### src/rtl/icache_nb_ctrl.sv
// Non-blocking instruction cache miss controller.
// Tracks outstanding line fetches in a small MSHR file and drives cache fills.
module icache_nb_ctrl #(
  parameter int WAYS       = 3,
  parameter int XLEN       = 32,
  parameter int IDX_W      = 5,
  parameter int MSHR_DEPTH = 4,
  parameter int MTAG_W     = 4,
  localparam int TAG_BITS  = XLEN - 3 - IDX_W,
  localparam int CNT_W     = $clog2(MSHR_DEPTH + 1)
) (
  input  logic                   clock,
  input  logic                   reset,
  input  logic                   take_branch,
  input  logic                   hit_but_stall,
  input  logic [WAYS*XLEN-1:0]   proc2Icache_addr,
  input  logic [WAYS*64-1:0]     cachemem_data,
  input  logic [WAYS-1:0]        cachemem_valid,
  input  logic [MTAG_W-1:0]      Imem2proc_response,
  input  logic [MTAG_W-1:0]      Imem2proc_tag,
  input  logic [63:0]            Imem2proc_data,
  output logic [1:0]             proc2Imem_command,
  output logic [XLEN-1:0]        proc2Imem_addr,
  output logic [WAYS*32-1:0]     Icache_data_out,
  output logic [WAYS-1:0]        Icache_valid_out,
  output logic                   wr_en,
  output logic [IDX_W-1:0]       wr_idx,
  output logic [TAG_BITS-1:0]    wr_tag,
  output logic [63:0]            wr_data,
  output logic                   mshr_full,
  output logic [CNT_W-1:0]       mshr_count
);

  localparam int BLK_W = XLEN - 3;
  localparam int SEL_W = (MSHR_DEPTH > 1) ? $clog2(MSHR_DEPTH) : 1;
  localparam logic [1:0] BUS_NONE = 2'd0;
  localparam logic [1:0] BUS_LOAD = 2'd1;

  logic [MSHR_DEPTH-1:0] vld_q;
  logic [MSHR_DEPTH-1:0] vld_d;
  logic [BLK_W-1:0]      blk_q  [MSHR_DEPTH];
  logic [MTAG_W-1:0]     mtag_q [MSHR_DEPTH];

  logic             cand_found;
  logic             cand_ok;
  logic [BLK_W-1:0] cand_blk;
  logic             dup;
  logic             issue;
  logic             accept;
  logic [SEL_W-1:0] free_sel;
  logic             fill_hit;
  logic [SEL_W-1:0] fill_sel;
  logic [BLK_W-1:0] fill_blk;
  logic [CNT_W-1:0] cnt;
  logic             unused_addr_lo;

  always_comb begin
    Icache_data_out = '0;
    for (int i = 0; i < WAYS; i++) begin
      Icache_data_out[i*32 +: 32] = proc2Icache_addr[i*XLEN + 2]
        ? cachemem_data[i*64 + 32 +: 32]
        : cachemem_data[i*64 +: 32];
    end
  end

  assign Icache_valid_out = cachemem_valid;

  always_comb begin
    unused_addr_lo = 1'b0;
    for (int i = 0; i < WAYS; i++) begin
      unused_addr_lo = unused_addr_lo ^ (^proc2Icache_addr[i*XLEN +: 2]);
    end
  end

  // Lowest-index missing way is the only one serviced per cycle.
  always_comb begin
    cand_found = 1'b0;
    cand_blk   = '0;
    for (int i = WAYS - 1; i >= 0; i--) begin
      if (!cachemem_valid[i]) begin
        cand_found = 1'b1;
        cand_blk   = proc2Icache_addr[i*XLEN + 3 +: BLK_W];
      end
    end
  end

  assign cand_ok = cand_found && !hit_but_stall;

  always_comb begin
    dup      = 1'b0;
    free_sel = '0;
    fill_hit = 1'b0;
    fill_sel = '0;
    fill_blk = '0;
    cnt      = '0;
    for (int e = MSHR_DEPTH - 1; e >= 0; e--) begin
      if (vld_q[e] && blk_q[e] == cand_blk) begin
        dup = 1'b1;
      end
      if (!vld_q[e]) begin
        free_sel = SEL_W'(e);
      end
      if (vld_q[e] && Imem2proc_tag != '0 && mtag_q[e] == Imem2proc_tag) begin
        fill_hit = 1'b1;
        fill_sel = SEL_W'(e);
        fill_blk = blk_q[e];
      end
      cnt = cnt + CNT_W'(vld_q[e]);
    end
  end

  assign mshr_full  = &vld_q;
  assign mshr_count = cnt;

  assign issue  = cand_ok && !dup && !mshr_full && !take_branch && !reset;
  assign accept = issue && (Imem2proc_response != '0);

  assign proc2Imem_command = issue ? BUS_LOAD : BUS_NONE;
  assign proc2Imem_addr    = issue ? {cand_blk, 3'b000} : '0;

  assign wr_en   = fill_hit && !reset;
  assign wr_idx  = fill_blk[IDX_W-1:0];
  assign wr_tag  = fill_blk[BLK_W-1:IDX_W];
  assign wr_data = Imem2proc_data;

  // Fill frees a valid slot, accept claims a free one: never the same entry.
  always_comb begin
    vld_d = vld_q;
    if (fill_hit) begin
      vld_d[fill_sel] = 1'b0;
    end
    if (accept) begin
      vld_d[free_sel] = 1'b1;
    end
  end

  always_ff @(posedge clock or posedge reset) begin
    if (reset) begin
      vld_q <= '0;
      for (int e = 0; e < MSHR_DEPTH; e++) begin
        blk_q[e]  <= '0;
        mtag_q[e] <= '0;
      end
    end else begin
      vld_q <= vld_d;
      if (accept) begin
        blk_q[free_sel]  <= cand_blk;
        mtag_q[free_sel] <= Imem2proc_response;
      end
    end
  end

endmodule

### config.mk
export PLATFORM = sky130hd
export DESIGN_NAME = icache_nb_ctrl
export DESIGN_NICKNAME = d
export VERILOG_FILES = /design/src/rtl/icache_nb_ctrl.sv
export SDC_FILE = /design/constraint.sdc
export NUM_CORES = 1
export LEC_CHECK = 0
export ABC_AREA = 1
export BUFFER_PORTS_ARGS = -buffer_cell sky130_fd_sc_hd__buf_2
export CELL_PAD_IN_SITES_DETAIL_PLACEMENT = 1
export CELL_PAD_IN_SITES_GLOBAL_PLACEMENT = 2
export CORE_AREA = 3 3 234 236
export CTS_CLUSTER_DIAMETER = 50
export DETAILED_ROUTE_END_ITERATION = 6
export DIE_AREA = 0 0 237 239
export GPL_TIMING_DRIVEN = 0
export PLACE_DENSITY = 0.86
export SYNTH_ARGS = -nofsm -noshare
export SYNTH_HDL_FRONTEND = slang
export SYNTH_SLANG_ARGS = --single-unit
### constraint.sdc
create_clock -name clock -period 8.92 [get_ports clock]
set_input_delay 0.892 -clock clock [delete_from_list [all_inputs] [get_ports clock]]
set_output_delay 0.892 -clock clock [all_outputs]
set_load 0.02 [all_outputs]
==> results.sh <==
export IMPL_synthCells=1714
export IMPL_crit_path_start_kind="input port"
export IMPL_required_ps=8030
export IMPL_slew_headroom_pct=21.6
export IMPL_dp_hpwl_mm=67.0
export IMPL_dp_cells=2926
export IMPL_pin_count=598
export IMPL_gr_total_overflow=0
export IMPL_postCtsHoldBufs=0
export IMPL_clk_latency_ps=450
export IMPL_stdcell_count=2961
export IMPL_timing_hold_ws_ps=478
export IMPL_cp_max_fo=10
export IMPL_htree_levels=4
export IMPL_end_kind="primary output"
export IMPL_avgSynthCellArea_sq_um=6.84
export IMPL_tightest_slew_ps=1180
export IMPL_p_per_area_nw_per_um2=243
export IMPL_power_mw=3.84
export IMPL_grt_antenna_before_repair=5
export IMPL_grt_setup_unrepaired="false"
export IMPL_initial_utilization_pct=22.3
export IMPL_async_reset_ff_share_pct=100
export IMPL_leakage_nw=8.56
export IMPL_drc=0
export IMPL_layout_setup_ws_ps=3440
export IMPL_cts_sinks=136
export IMPL_finalNetCount=2628
export IMPL_setup_violations=0
export IMPL_clockBufferDepth=2
export IMPL_fin_crit_sh_pct=61.5
export IMPL_fp_dieW_um=237
export IMPL_die_height_um=239
export IMPL_yosysUniqueCellTypes=42
export IMPL_maxSlewViolCount=0
export IMPL_routed_wl_mm=81.5
export IMPL_outcome="finished clean"
export IMPL_grt_pass1_wl_mm=111
export IMPL_synth_ff_type="dfrtp_1"
export IMPL_hold_depth=2
export IMPL_timing_fmax_ghz=0.182
export IMPL_ir_drop_mv=0.118
export IMPL_avgRoutedWirePerCell_um=27.5
export IMPL_p_switching_mw=1.96
export IMPL_via_count=15177
export IMPL_min_path_type="reg -> reg"
export IMPL_combPwrFrac_pct=49.2
export IMPL_hold_viol_final=0
export IMPL_yosys_top_cells_area="dfrtp_1 (29%), nand2_1 (18%), mux2_2 (9.2%), nand4_1 (7.5%), buf_4 (6.1%)"
export IMPL_dpl_worst_slack_ps=3530
export IMPL_cts_tree="yes"
export IMPL_area_delta_synth_final_pct=35.1
export IMPL_ctsResizeCount=0
export IMPL_cp_common_cell="buf_2"
export IMPL_register_area_sq_um=3400
export IMPL_seq_area_frac_synth_pct=29.0
export IMPL_sw_frac_of_total_pct=51.0
export IMPL_synth_area_sq_um=11700
export IMPL_std_cell_rows=84
export IMPL_core_area_sq_um=52700
export IMPL_die_area_sq_um=56600
export IMPL_critical_path_slowest_cell="clkbuf_1"
export IMPL_crit_chain="buf_2 -> inv_1 -> nor2_1 -> nor3_1 -> nand4_1 -> nand2_1 -> clkinv_1 -> clkbuf_1 -> a221oi_1 -> o22ai_1 -> buf_2"
export IMPL_synth_largest_area_cell="dfrtp_1"
export IMPL_via_per_inst=5.13
export IMPL_min_period_ps=5480
export IMPL_netlist_area_leader_share_pct=29.0
export IMPL_yosys_warnings=0
export IMPL_criticalPathCategory="in -> out"
export IMPL_grt_pass1_vias=15017
export IMPL_postCtsSetupRepairBufs=0
export IMPL_grt_max_degree=80
export IMPL_globalplace_congestion=1.04
export IMPL_cts_buffers=17
export IMPL_synth_edf_count=0
export IMPL_power_share_sequential_pct=31.8
export IMPL_path_clk_slew_ps=60
export IMPL_cp_arrival_ps=4590
export IMPL_drive_gt1_share_pct=37.0
export IMPL_drv_cap=0
export IMPL_finClkSkew_ps=12.7
export IMPL_firstDrtPassIters=6
export IMPL_portBuffers=518
export IMPL_dr_first_iter_drc_count=1472
export IMPL_power_share_clock_pct=19.1
export IMPL_internal_power_mw=1.88
export IMPL_final_setup_tns_ps=0
export IMPL_clock_root_buffer="clkbuf_16"
export IMPL_r2r_cells=7
export IMPL_multi_input_area_sq_um=6710
export IMPL_n_fill_cell=6777
export IMPL_synth_seq_cells=136
export IMPL_drtAntennaViolNets=0
export IMPL_grt_use_total_pct=27.2
export IMPL_max_stage_delay_ps=630
==> worst max-delay path, delay by kind of cell <==
family                 cells  cell delay (ps)
AND/OR/NAND/NOR            4             1350
AO/OA/AOI/OAI              2              630
buffers and inverters      5             1690
==> path summary, 6_finish.rpt <==
check,start,endpoint,slack [ps]
setup / recovery,Imem2proc_tag[1],wr_tag[4],3440
hold / removal,blk_q[39],blk_q[39],480
setup reg to reg,mtag_q[4],vld_q[3],5990
hold reg to reg,blk_q[39],blk_q[39],480
max in group asynchronous,reset,blk_q[72],7470
min in group asynchronous,reset,mtag_q[6],600
==> synth_stat cells (2+ instances only) <==
cell      instances
buf_2            11
nor2_4            3
dfrtp_1         136
mux2_2           96
o22ai_1          13
inv_2            21
buf_6             5
nand2_1         547
inv_1           134
or2_2            10
a21oi_1          15
nor3_1            5
nand3_1         111
buf_4            96
a221oi_1         13
o221ai_1          2
nor4_1            3
nor2_1          108
ha_1              3
nand4_4           4
o21ai_1          14
or2_1            18
o211ai_1         13
nand3b_1          9
nand2_2          24
clkinv_1          4
buf_1            14
clkbuf_1         44
o21ai_0          60
xor2_1           15
nand4_1         140
nand3_2          13
==> power by group through the flow <==
stage / sequential, mW / clock (mW) / combinational [mW]
global placement: 1.20 / 0 / 1.81
CTS: 1.20 / 0.734 / 1.86
detailed placement: 1.21 / 0 / 1.85
global route: 1.24 / 0.757 / 2.03
floorplan: 1.08 / 0 / 1.11
finish: 1.22 / 0.732 / 1.89
==> cells by family (layout without fill, tap and decap cells) <==
| group | after synthesis | count (layout) | share of synthesized area, % |
|---|---|---|---|
| AND/OR/NAND/NOR | 998 | 998 | 39.3 |
| buffers and inverters | 329 | 882 | 14.0 |
| flip-flops | 136 | 136 | 29.0 |
| AO/OA/AOI/OAI | 134 | 134 | 6.70 |
| multiplexers | 96 | 96 | 9.22 |
| XOR/XNOR | 16 | 16 | 1.19 |
| adder cells (fa/ha/maj) | 4 | 4 | 0.491 |
| other | 1 | 7 | 0.0320 |
==> through the flow <==
| step | utilization (%) | instance area, sq um |
|---|---|---|
| 2_1_floorplan | - | 11700 |
| 3_3_place_gp | 28.9 | 15200 |
| 3_5_place_dp | 29.0 | 15300 |
| 4_1_cts | 30.1 | 15800 |
| 5_1_grt | 30.1 | 15800 |
| 6_report | 30.1 | 15800 |
==> placed cells by master (no fill, tap or decap), types with 4 or more instances in the layout <==
master     netlist  final
a21oi_1         15     15
a221oi_1        13     13
buf_1           14     14
buf_2           11    529
buf_4           96     98
buf_6            5      5
clkbuf_1        44     45
clkbuf_16        0     17
clkinv_1         4      4
clkinv_2         0      5
conb_1           1      4
dfrtp_1        136    136
inv_1          134    133
inv_2           21     21
mux2_2          96     96
nand2_1        547    547
nand2_2         24     24
nand3_1        111    111
nand3_2         13     13
nand3b_1         9      9
nand4_1        140    140
nand4_4          4      4
nor2_1         108    108
nor3_1           5      4
o211ai_1        13     13
o21ai_0         60     60
o21ai_1         14     14
o22ai_1         13     13
or2_1           18     18
or2_2           10     10
xor2_1          15     15
==> sequential cells by signal (all words and copies together) (netlist names) <==
register,flops
blk_q,116
mtag_q,16
vld_q,4
==> area by class of cell <==
type                            count  area share, %
Sequential cell                   136           21.5
Multi-Input combinational cell   1252           42.3
Antenna cell                        3         0.0474
Buffer                            170           6.62
Clock buffer                       20           2.88
Inverter                          159           3.80
Timing Repair Buffer              521           16.6
Clock inverter                     12          0.797
Tap cell                          688           5.43
==> per-layer routing <==
| layer | global-route usage [%] | vias up | wire [um] |
|---|---|---|---|
| met5 | 0 | - | 27 |
| li1 | - | 6687 | - |
| met2 | 43.8 | 815 | 37800 |
| met4 | 13.0 | 4 | 3820 |
| met3 | 5.70 | 162 | 6670 |
| met1 | 34.8 | 7509 | 33200 |
Note: power is estimated with default switching activity, not from simulation.
